$ cat config.mk
export PLATFORM = sky130hd
export DESIGN_NAME = mem_bus_if
export DESIGN_NICKNAME = d
export VERILOG_FILES = /design/src/rtl/mem_bus_if.sv
export SDC_FILE = /design/constraint.sdc
export NUM_CORES = 1
export LEC_CHECK = 0
export BUFFER_PORTS_ARGS = -buffer_cell sky130_fd_sc_hd__buf_2
export CAP_MARGIN = 5
export CORE_UTILIZATION = 45
export CTS_BUF_LIST = sky130_fd_sc_hd__clkbuf_8
export DETAILED_ROUTE_END_ITERATION = 7
export MAX_ROUTING_LAYER = met4
export PLACE_DENSITY = 0.89
export SYNTH_ARGS = -nofsm -noshare
export SYNTH_HDL_FRONTEND = slang
export SYNTH_SLANG_ARGS = --single-unit
$ cat constraint.sdc
create_clock -name clk -period 1.6 [get_ports clk]
set_input_delay 0.08 -clock clk [delete_from_list [all_inputs] [get_ports clk]]
set_output_delay 0.08 -clock clk [all_outputs]
set_load 0.005 [all_outputs]
$ cat src/rtl/mem_bus_if.sv
// mem_bus_if
//   Data-memory bus interface for the five-stage RISC-V pipeline. Turns the
//   MEM stage load/store request into a single-outstanding valid/ready
//   transaction, stalls the pipeline until the access completes and returns
//   aligned, sign/zero-extended load data.
//
//   Optional feature: define MEM_BUS_TIMEOUT_EN to compile in the WAIT-state
//   timeout counter and bus_err generation. Without it WAIT exits only on
//   bus_ack, bus_err is tied low and TIMEOUT is unused.
//
// Ports
//   clk, rst           clock (rising edge), asynchronous active-low reset
//   req_read/req_write MEM-stage load/store request (write wins if both)
//   req_addr           byte address
//   req_wdata          store data in the low bits
//   req_funct3         RISC-V funct3 (size / signedness)
//   mem_stall          combinational pipeline hold
//   rsp_valid          one-cycle completion pulse
//   rsp_rdata          extended load data, held until the next completion
//   misalign           one-cycle pulse for a rejected misaligned access
//   bus_err            one-cycle pulse with rsp_valid on a timed-out access
//   bus_valid/ready    request handshake (bus_valid registered)
//   bus_we, bus_addr   write flag, word-aligned address
//   bus_wdata, bus_be  lane-replicated store data, byte enables
//   bus_ack, bus_rdata completion strobe and read data
module mem_bus_if #(
  parameter int unsigned TIMEOUT = 255
) (
  input  logic        clk,
  input  logic        rst,
  input  logic        req_read,
  input  logic        req_write,
  input  logic [31:0] req_addr,
  input  logic [31:0] req_wdata,
  input  logic [2:0]  req_funct3,
  output logic        mem_stall,
  output logic        rsp_valid,
  output logic [31:0] rsp_rdata,
  output logic        misalign,
  output logic        bus_err,
  output logic        bus_valid,
  input  logic        bus_ready,
  output logic        bus_we,
  output logic [31:0] bus_addr,
  output logic [31:0] bus_wdata,
  output logic [3:0]  bus_be,
  input  logic        bus_ack,
  input  logic [31:0] bus_rdata
);

  typedef enum logic [1:0] {
    S_IDLE,
    S_REQ,
    S_WAIT,
    S_DONE
  } state_e;

  state_e      state_q, state_d;
  logic        valid_q, valid_d;
  logic        we_q, we_d;
  logic [31:0] addr_q, addr_d;
  logic [31:0] wdata_q, wdata_d;
  logic [3:0]  be_q, be_d;
  logic [2:0]  f3_q, f3_d;
  logic [1:0]  lane_q, lane_d;
  logic        rsp_valid_q, rsp_valid_d;
  logic [31:0] rdata_q, rdata_d;
  logic        misalign_q, misalign_d;

`ifdef MEM_BUS_TIMEOUT_EN
  localparam logic [7:0] CntLast = 8'(TIMEOUT - 1);
  logic [7:0]  cnt_q, cnt_d;
  logic        err_q, err_d;
`endif

  // Request decode
  logic        req_any;
  logic        size_byte;
  logic        size_half;
  logic        misaligned;
  logic        new_req;
  logic [3:0]  be_new;
  logic [31:0] wdata_new;

  // Load extraction
  logic [15:0] sh;
  logic [31:0] ext;

  // Store and load size tables differ: funct3 4/5 are LBU/LHU for loads but
  // fall into the "treat as word" bucket for stores.
  always_comb begin
    req_any = req_read | req_write;
    if (req_write) begin
      size_byte = (req_funct3 == 3'd0);
      size_half = (req_funct3 == 3'd1);
    end else begin
      size_byte = (req_funct3 == 3'd0) || (req_funct3 == 3'd4);
      size_half = (req_funct3 == 3'd1) || (req_funct3 == 3'd5);
    end

    if (size_byte) begin
      misaligned = 1'b0;
    end else if (size_half) begin
      misaligned = req_addr[0];
    end else begin
      misaligned = (req_addr[1:0] != 2'b00);
    end

    new_req = req_any && (state_q == S_IDLE) && !misaligned;

    if (size_byte) begin
      be_new = 4'b0001 << req_addr[1:0];
    end else if (size_half) begin
      be_new = 4'b0011 << req_addr[1:0];
    end else begin
      be_new = 4'hF;
    end

    if (!req_write) begin
      wdata_new = '0;
    end else if (size_byte) begin
      wdata_new = {4{req_wdata[7:0]}};
    end else if (size_half) begin
      wdata_new = {2{req_wdata[15:0]}};
    end else begin
      wdata_new = req_wdata;
    end
  end

  always_comb begin
    sh = 16'(bus_rdata >> {lane_q, 3'b000});
    case (f3_q)
      3'd0:    ext = {{24{sh[7]}}, sh[7:0]};
      3'd1:    ext = {{16{sh[15]}}, sh};
      3'd4:    ext = {24'd0, sh[7:0]};
      3'd5:    ext = {16'd0, sh};
      default: ext = bus_rdata;
    endcase
  end

  // Next-state and datapath
  always_comb begin
    state_d     = state_q;
    valid_d     = valid_q;
    we_d        = we_q;
    addr_d      = addr_q;
    wdata_d     = wdata_q;
    be_d        = be_q;
    f3_d        = f3_q;
    lane_d      = lane_q;
    rdata_d     = rdata_q;
    rsp_valid_d = 1'b0;
    misalign_d  = req_any && (state_q == S_IDLE) && misaligned;
`ifdef MEM_BUS_TIMEOUT_EN
    cnt_d       = cnt_q;
    err_d       = 1'b0;
`endif

    case (state_q)
      S_IDLE: begin
        if (new_req) begin
          state_d = S_REQ;
          valid_d = 1'b1;
          we_d    = req_write;
          addr_d  = {req_addr[31:2], 2'b00};
          be_d    = be_new;
          wdata_d = wdata_new;
          f3_d    = req_funct3;
          lane_d  = req_addr[1:0];
        end
      end
      S_REQ: begin
        // bus_valid is always high here, so bus_ready alone completes the handshake.
        if (bus_ready) begin
          state_d = S_WAIT;
          valid_d = 1'b0;
`ifdef MEM_BUS_TIMEOUT_EN
          cnt_d   = '0;
`endif
        end
      end
      S_WAIT: begin
        if (bus_ack) begin
          state_d     = S_DONE;
          rsp_valid_d = 1'b1;
          rdata_d     = we_q ? '0 : ext;
        end
`ifdef MEM_BUS_TIMEOUT_EN
        else if (cnt_q == CntLast) begin
          state_d     = S_DONE;
          rsp_valid_d = 1'b1;
          rdata_d     = '0;
          err_d       = 1'b1;
        end else begin
          cnt_d = cnt_q + 8'd1;
        end
`endif
      end
      S_DONE: begin
        // Request inputs are still asserted here; returning to IDLE without
        // looking at them keeps the access from being issued twice.
        state_d = S_IDLE;
      end
      default: begin
        state_d = S_IDLE;
      end
    endcase
  end

  always_ff @(posedge clk or negedge rst) begin
    if (!rst) begin
      state_q     <= S_IDLE;
      valid_q     <= 1'b0;
      we_q        <= 1'b0;
      addr_q      <= '0;
      wdata_q     <= '0;
      be_q        <= '0;
      f3_q        <= '0;
      lane_q      <= '0;
      rsp_valid_q <= 1'b0;
      rdata_q     <= '0;
      misalign_q  <= 1'b0;
    end else begin
      state_q     <= state_d;
      valid_q     <= valid_d;
      we_q        <= we_d;
      addr_q      <= addr_d;
      wdata_q     <= wdata_d;
      be_q        <= be_d;
      f3_q        <= f3_d;
      lane_q      <= lane_d;
      rsp_valid_q <= rsp_valid_d;
      rdata_q     <= rdata_d;
      misalign_q  <= misalign_d;
    end
  end

`ifdef MEM_BUS_TIMEOUT_EN
  always_ff @(posedge clk or negedge rst) begin
    if (!rst) begin
      cnt_q <= '0;
      err_q <= 1'b0;
    end else begin
      cnt_q <= cnt_d;
      err_q <= err_d;
    end
  end

  assign bus_err = err_q;
`else
  assign bus_err = 1'b0;
`endif

  assign mem_stall = new_req | (state_q == S_REQ) | (state_q == S_WAIT);
  assign rsp_valid = rsp_valid_q;
  assign rsp_rdata = rdata_q;
  assign misalign  = misalign_q;
  assign bus_valid = valid_q;
  assign bus_we    = we_q;
  assign bus_addr  = addr_q;
  assign bus_wdata = wdata_q;
  assign bus_be    = be_q;

endmodule

* Yosys cells after proc, flatten, opt, wreduce, memory -nomap -nowiden
Cells that the tools add are included.
** Storage, ports and cells
- Register bits after elaboration :: 109
- Bits in latches :: 0
- Bits in writable memories :: 0
- Memory bits (read-only) :: 0
- Input port bits :: 105
- Output and inout port bits :: 106
- Logic and storage cells :: 64
- Memories kept :: 0
** Operators by class
- Add/subtract/negate cells :: 0
- $mul :: 0
- Div/mod/pow operators :: 0
- $lt $le $gt $ge :: 0
- Equality and inequality tests :: 12
- Shift-type cells :: 3
- Multiplexer cells :: 20
- Bitwise logic cells :: 3
- Reductions and logical operators :: 15
** Operator list (number)
- 32-bit 2-to-1 mux :: 4
- 32-bit case mux with 4 select lines :: 1
- 32-bit by 5-bit right shift with 16-bit output :: 1
- 3-bit == test, second input constant :: 4
- 1-bit 2-to-1 mux :: 8
- 4-bit 2-to-1 mux :: 2
- 2-bit case mux with 4 select lines :: 1
- 3-bit by 1-bit == test with 1-bit output, second input constant :: 2
- 3-bit zero test :: 2
- 2-bit 2-to-1 mux :: 3
- 2-bit != test, second input constant :: 3
- 3-bit AND reduction :: 2
- 2-bit == test, second input constant :: 2
- 2-bit AND reduction :: 2
- 2-bit nonzero test :: 2
- 1-bit by 2-bit left shift with 4-bit output, first input constant :: 1
- 2-bit by 2-bit left shift with 4-bit output, first input constant :: 1
- 1-bit logical AND :: 3
- 1-bit OR :: 3
- 2-bit by 1-bit == test with 1-bit output, second input constant :: 1
- 2-bit zero test :: 1
- 1-bit logical OR :: 2
- 1-bit case mux with 2 select lines :: 1
- 1-bit zero test :: 1

* Longest topological paths before layout
Gate-level depths: netlist (run 1).
- Depth after elaboration :: 9
- Gate-level depth with buffers :: 7
- Gate-level depth less buffers :: 6

* Worst setup path before layout (run 1)
OpenSTA, ideal clock, no wires.
- Path kind :: reg-to-reg
- Start point :: register state_q[0]
- End point :: register rdata_q[17], in the netlist rsp_rdata[17]
- Library setup time :: 66 ps
- Arrival :: 1714 ps
- Data required time :: 1534 ps
- Setup slack :: -181 ps
- Cell stages (with the launch flop) :: 8
- Path buffers :: 1
- Period minus slack after synthesis :: 1781 ps
- Cell sequence :: dfrtp_1 -> inv_1 -> ha_1 -> nand2_2 -> or4_1 -> a21oi_2 -> buf_4 -> a221o_1
** On the way
- Longest elaborated chain between the ends :: 2
** Ends and longest elaborated chain
- from (decl) :: line 58 : state_e state_q, state_d;
- from (signal assigned) :: line 224 : state_q <= state_d;
- 2-bit == test :: line 159 : case (state_q)
- 2-bit AND reduction (no source line)
- to (signal assigned) :: line 233 : rdata_q <= rdata_d;
- to (decl) :: line 67 : logic [31:0] rdata_q, rdata_d;
No other way between the ends.
A chain may end at the register's enable or synchronous reset.

* Worst setup path after layout (run 1)
- Start point :: register state_q[1]
- End point :: output port mem_stall
** On the way
- Longest elaborated chain between the ends :: 5
- Elaborated cells on any way between the ends :: 7
- Those cells by class :: 2 x eq/ne; 2 x bitwise; 3 x reduce/logical
** Ends and longest elaborated chain
- 2-bit zero test :: line 109 : new_req = req_any && (state_q == S_IDLE) && !misaligned;
- 1-bit logical AND (2 in a row) :: line 109
- 1-bit OR :: line 254 : assign mem_stall = new_req | (state_q == S_REQ) | (state_q == S_WAIT);
- 1-bit OR * :: line 254
- to (decl) :: line 36 : output logic mem_stall,
Every way passes the cells marked *; elsewhere a longest branch is shown, timed or not.

==> run metrics, run 1 <==
asr flop ratio synth 100%; CTS Buffer Depth 2; kind of critical path reg -> out; status finished, violations left; Multi-input gate area 2460 um2; WP data arrival 1.66 ns; drt wl/cell 19.4 um; worst skew pair latency 0.40 ns; Ys Warns 0; total CTS buffers 9; Synth Register Bits 109; DIE HEIGHT 109 um; minimum clock period after layout 1.74 ns; total gr overflow 0; global-route wire length before repair 26.8 mm; Synth area leaders dfrtp_1, mux2_2, mux2i_1; R2R Path End bus_addr[13]; peak supply drop 0.000841 V; register area 2730 um2; r2r startpoint state_q[1]; hold path cells 3; initial antenna violation count 1; CTS tree yes; CTS H-tree depth 3; Placement Setup Slack -0.135 ns; Root Driver clkbuf_8; gr usage total 31.0%; Hold WS 0.00577 ns; Top Ports 211; top-count cell post-synth dfrtp_1; clk slew on worst S/H paths 0.12 ns; worst reg2reg setup slack -0.11 ns; LEAKAGE 3.98 nW; Rows 38; CP Capture Type primary output; max-cap violations 0; vias in the first global route 5220; number of synthesized flops with an enable pin 0; fillcell total 729; Initial Util 46.8%; Synth top area share 53.1%; Critical Path Fanout Max 3; port bufs 207; # clock sinks 109; share of cells above drive strength 1 45.3%; violated checks setup timing; cells after synthesis 430; initial drt markers 399; Max Clock Freq 574 MHz; Req. time, crit path 1.52 ns; Nets 863; first drt pass iteration count 4; Power Total 12.9 mW; non-filler cells, final 897; post-synthesis sequential area ratio 53.1%; die footprint 11800 um2; hold path startpoint req_wdata[27]; Hold Crit Class in -> reg; Final Setup Violations 64; ys flop type dfrtp_1; DRC errors left 0; pin count of the biggest net entering global routing 42; Final Skew 0.0191 ns; Tcrit/Tclk final 109%; critical path launch point type register; Cell Count Post-Placement 782; Via-to-Cell Ratio 5.55; area of the mapped netlist 5140 um2; most area-hungry cell type in the Yosys netlist dfrtp_1; worst setup margin -0.143 ns; core area 11000 um2; vias after detailed routing 4981; Mapped Avg Cell Area 11.9 um2; RSZ-0062 raised after global routing true; die width 109 um; Slew Viols, Final 0; GP Congestion 0.861; Hold EP bus_wdata[27]; total wire length 17.4 mm; Synth cell types 51; DRT antenna net count 0; DP HPWL 10.7 mm; commonest cells in the netlist dfrtp_1, mux2i_1, mux2_2; Pwr per Cell Area 1610 nW/um2; R2R cell count 8; final hold vios 0; area grow syn2layout 56.5%
-- critical path, cell delays in order (launching register included) --
cell     delay [ns]
dfrtp_1        0.44
inv_2          0.08
ha_4           0.18
o21ai_4        0.08
nor2_4         0.06
or3_1          0.30
buf_2          0.13
-- power by group --
| group | switching [mW] | total [mW] | internal [mW] |
|---|---|---|---|
| clock network | 1.13 | 1.77 | 0.641 |
| logic | 2.78 | 6.24 | 3.45 |
| registers | 0.849 | 4.90 | 4.06 |
-- cell families after synthesis --
| kind of cell | synth area share (%) |
|---|---|
| flops | 53.1 |
| other cells | 0.0730 |
| xor+xnor | 0.171 |
| buf+inv | 4.12 |
| simple gates | 6.89 |
| fa+ha+maj | 1.95 |
| compound gates | 18.6 |
| mux | 15.1 |
-- metal layers --
metal,vias to the layer above,wire length [um],global-route usage (%)
met1,2453,6640,34.5
met4,0,546,13.0
met5,-,0,-
li1,2241,-,-
met2,248,9110,54.3
met3,39,1090,6.10
-- area by class of cell --
| class | instances | share of cell area [%] |
|---|---|---|
| diodes | 2 | 0.0623 |
| clock buffers | 9 | 1.54 |
| clock inverters | 7 | 0.981 |
| inverters | 10 | 0.467 |
| multi-input cells | 279 | 30.6 |
| flip-flops and latches | 109 | 34.0 |
| well taps | 140 | 2.18 |
| repair buffers | 341 | 30.3 |
-- state kept, by name (all words and copies together), names as in the netlist --
register	cells
bus_wdata	32
misalign	1
bus_we	1
bus_be	4
f3_q	3
rsp_rdata	32
state_q	2
bus_valid	1
bus_addr	30
rsp_valid	1
lane_q	2
-- how the worst max path moves through the flow --
stage,start,to,slack [ns],depth (start not counted)
floorplan,state_q[0],rsp_rdata[17],-0.06,7
global placement,lane_q[1],rsp_rdata[27],-0.03,5
detailed placement,lane_q[1],rsp_rdata[25],-0.13,5
CTS,state_q[1],mem_stall,-0.16,5
global route,state_q[1],mem_stall,-0.19,6
finish,state_q[1],mem_stall,-0.14,6
-- repair_timing --
| item | CTS | global route |
|---|---|---|
| endpoints found under the hold margin | 118 | 0 |
| hold buffers | 88 | 0 |
| pin swaps | 11 | 8 |
| cloned | 2 | 1 |
| buffers inserted | 5 | 1 |
| endpoints found under the setup margin | 57 | 88 |
| resized for setup | 43 | 23 |
-- layout by cell type, fill, tap and decap left out, types with 4 or more instances in the layout --
cell type	count
buf_2	206
dfrtp_1	107
dlygate4sd3_1	88
mux2i_1	33
nand2_1	31
buf_4	31
o2bb2ai_1	24
mux2_4	20
a221o_1	16
mux2_2	14
o21ai_0	14
a21oi_1	12
nor2_1	9
a22o_1	9
clkbuf_8	9
inv_1	8
o211a_1	7
a22oi_1	7
nand2b_1	7
buf_12	7
o21ai_2	6
buf_6	6
ha_1	5
nor2b_1	4
nand3_1	4
o41ai_1	4
inv_8	4
-- per-stage QoR --
| step | TNS, ns | instance area [um2] | util (%) |
|---|---|---|---|
| final | -3.64 | 8040 | 73.2 |
| after CTS | -2.82 | 7910 | 72.0 |
| after global routing | -7.82 | 8040 | 73.2 |
| after floorplan | -2.16 | 5180 | - |
| after detailed placement | -3.47 | 6560 | 59.8 |
| after global placement | -0.405 | 6560 | 59.8 |
Power figures use the tool's default switching activity.
==> run 2, diff against run 1 <==
--- a/config.mk
+++ b/config.mk
@@ -15,3 +15,4 @@
 export SYNTH_ARGS = -nofsm -noshare
 export SYNTH_HDL_FRONTEND = slang
 export SYNTH_SLANG_ARGS = --single-unit
+export TNS_END_PERCENT = 5
==> run 2 against run 1 <==
Compared with the run above:
- the run still ends with setup timing left
- cell count fell by 0.45%
- sequential cell count did not move
- power fell by 3.8%
- critical path depth fell by 1
==> run metrics, run 2 (synthesized netlist as in run 1, its figures left out) <==
gr usage total 29.8%; DIE HEIGHT 109 um; total gr overflow 0; Top Ports 211; Max Clock Freq 572 MHz; hold path cells 3; max-cap violations 0; Initial Util 46.8%; Nets 860; share of cells above drive strength 1 43.6%; Root Driver clkbuf_8; Final Setup Violations 56; Placement Setup Slack -0.135 ns; # clock sinks 109; R2R cell count 8; Gate power share 46.4%; violated checks setup timing; port bufs 207; switching power 4.56 mW; Pwr per Cell Area 1590 nW/um2; die width 109 um; initial antenna violation count 0; WP data arrival 1.67 ns; Reg power frac 39.4%; global-route wire length before repair 25.8 mm; Switching Fraction 36.7%; vias after detailed routing 4893; most frequent cells in the layout buf_2, dfrtp_1, dlygate4sd3_1; die footprint 11800 um2; Tcrit/Tclk final 109%; core area 11000 um2; Critical Path Fanout Max 3; Hold WS 0.0172 ns; initial drt markers 365; pin count of the biggest net entering global routing 42; minimum clock period after layout 1.75 ns; Slew Viols, Final 0; area grow syn2layout 52.5%; DRC errors left 0; final instance area 7830 um2; first drt pass iteration count 4; GP Congestion 0.861; final hold vios 0; RSZ-0062 raised after global routing true; worst setup margin -0.149 ns; CP Capture Type primary output; Clock Power Share 14.2%; clk slew on worst S/H paths 0.12 ns; Hold Crit Class in -> reg; status finished, violations left; drt wl/cell 18.7 um; peak supply drop 0.000899 V; DP HPWL 10.7 mm; Rows 38; CTS H-tree depth 3; LEAKAGE 3.88 nW; commonest non-fill, non-tap cell in the layout buf_2; placed cell area 6560 um2; P_int 7.86 mW; critical path launch point type register; total wire length 16.7 mm; kind of critical path reg -> out; Final Skew 0.0159 ns; vias in the first global route 5173; CTS Buffer Depth 2; Req. time, crit path 1.52 ns; Via-to-Cell Ratio 5.48; fillcell total 769; worst skew pair latency 0.39 ns; CTS tree yes; DRT antenna net count 0; total CTS buffers 9
[run 2: cell types whose count changed in the layout (fill, tap and decap cells not counted), sizes merged]
cell    change
diode       -1
clkbuf      +1
buf         -4
[run 2: final cells by class]
type	count	area, um2	share of cell area [%]
diodes	1	2.50	0.0319
clock buffers	9	124	1.58
multi-input cells	279	2330	29.7
well taps	140	175	2.24
repair buffers	338	2360	30.1
inverters	10	37.5	0.479
flip-flops and latches	109	2730	34.9
clock inverters	7	78.8	1.01
[run 2: repair_timing]
item	CTS	global route
resized for setup	19	10
hold buffers	88	0
endpoints found under the hold margin	118	0
gates cloned	0	2
setup buffers	3	1
pin swaps	4	11
setup endpoints to repair	57	68
[run 2: metal layers]
metal	up-vias	track usage (%)	routed length [um]
li1	2229	-	-
met2	226	52.5	8750
met3	40	5.86	1050
met5	-	-	0
met1	2398	33.0	6340
met4	0	11.9	516
[run 2: critical path, cell delays in order (launching register included)]
cell     delay [ns]
dfrtp_1        0.40
inv_2          0.09
ha_4           0.17
buf_4          0.13
or3_1          0.37
buf_2          0.14
[run 2: power groups by stage]
stage	Sequential (mW)	Clock (mW)	Combinational, mW
2_1_floorplan	4.87	0	2.70
3_3_place_gp	4.78	0	5.03
3_5_place_dp	4.86	0	5.22
4_1_cts	4.85	1.77	5.56
5_1_grt	5.04	1.91	6.31
6_report	4.89	1.76	5.77
[run 2: through the flow]
stage                     cells  setup TNS (ns)  util, %  total power, mW
after floorplan             432           -2.16        -             7.57
after detailed placement    782           -3.47     59.8             10.1
final                       893           -3.63     71.3             12.4
after global placement      782          -0.405     59.8             9.82
after CTS                   889           -3.57     70.5             12.2
after global routing        892           -7.94     71.3             13.3
[run 2: path summary, 6_finish.rpt]
path	from	slack, ns	endpoint
setup / recovery	state_q[0]	-0.15	mem_stall
hold / removal	req_wdata[27]	0.02	bus_wdata[27]
setup reg to reg	state_q[1]	-0.12	state_q[1]
hold reg to reg	rsp_rdata[3]	0.50	rsp_rdata[3]
max in group asynchronous	rst	0.84	bus_addr[5]
min in group asynchronous	rst	0.20	rsp_rdata[2]
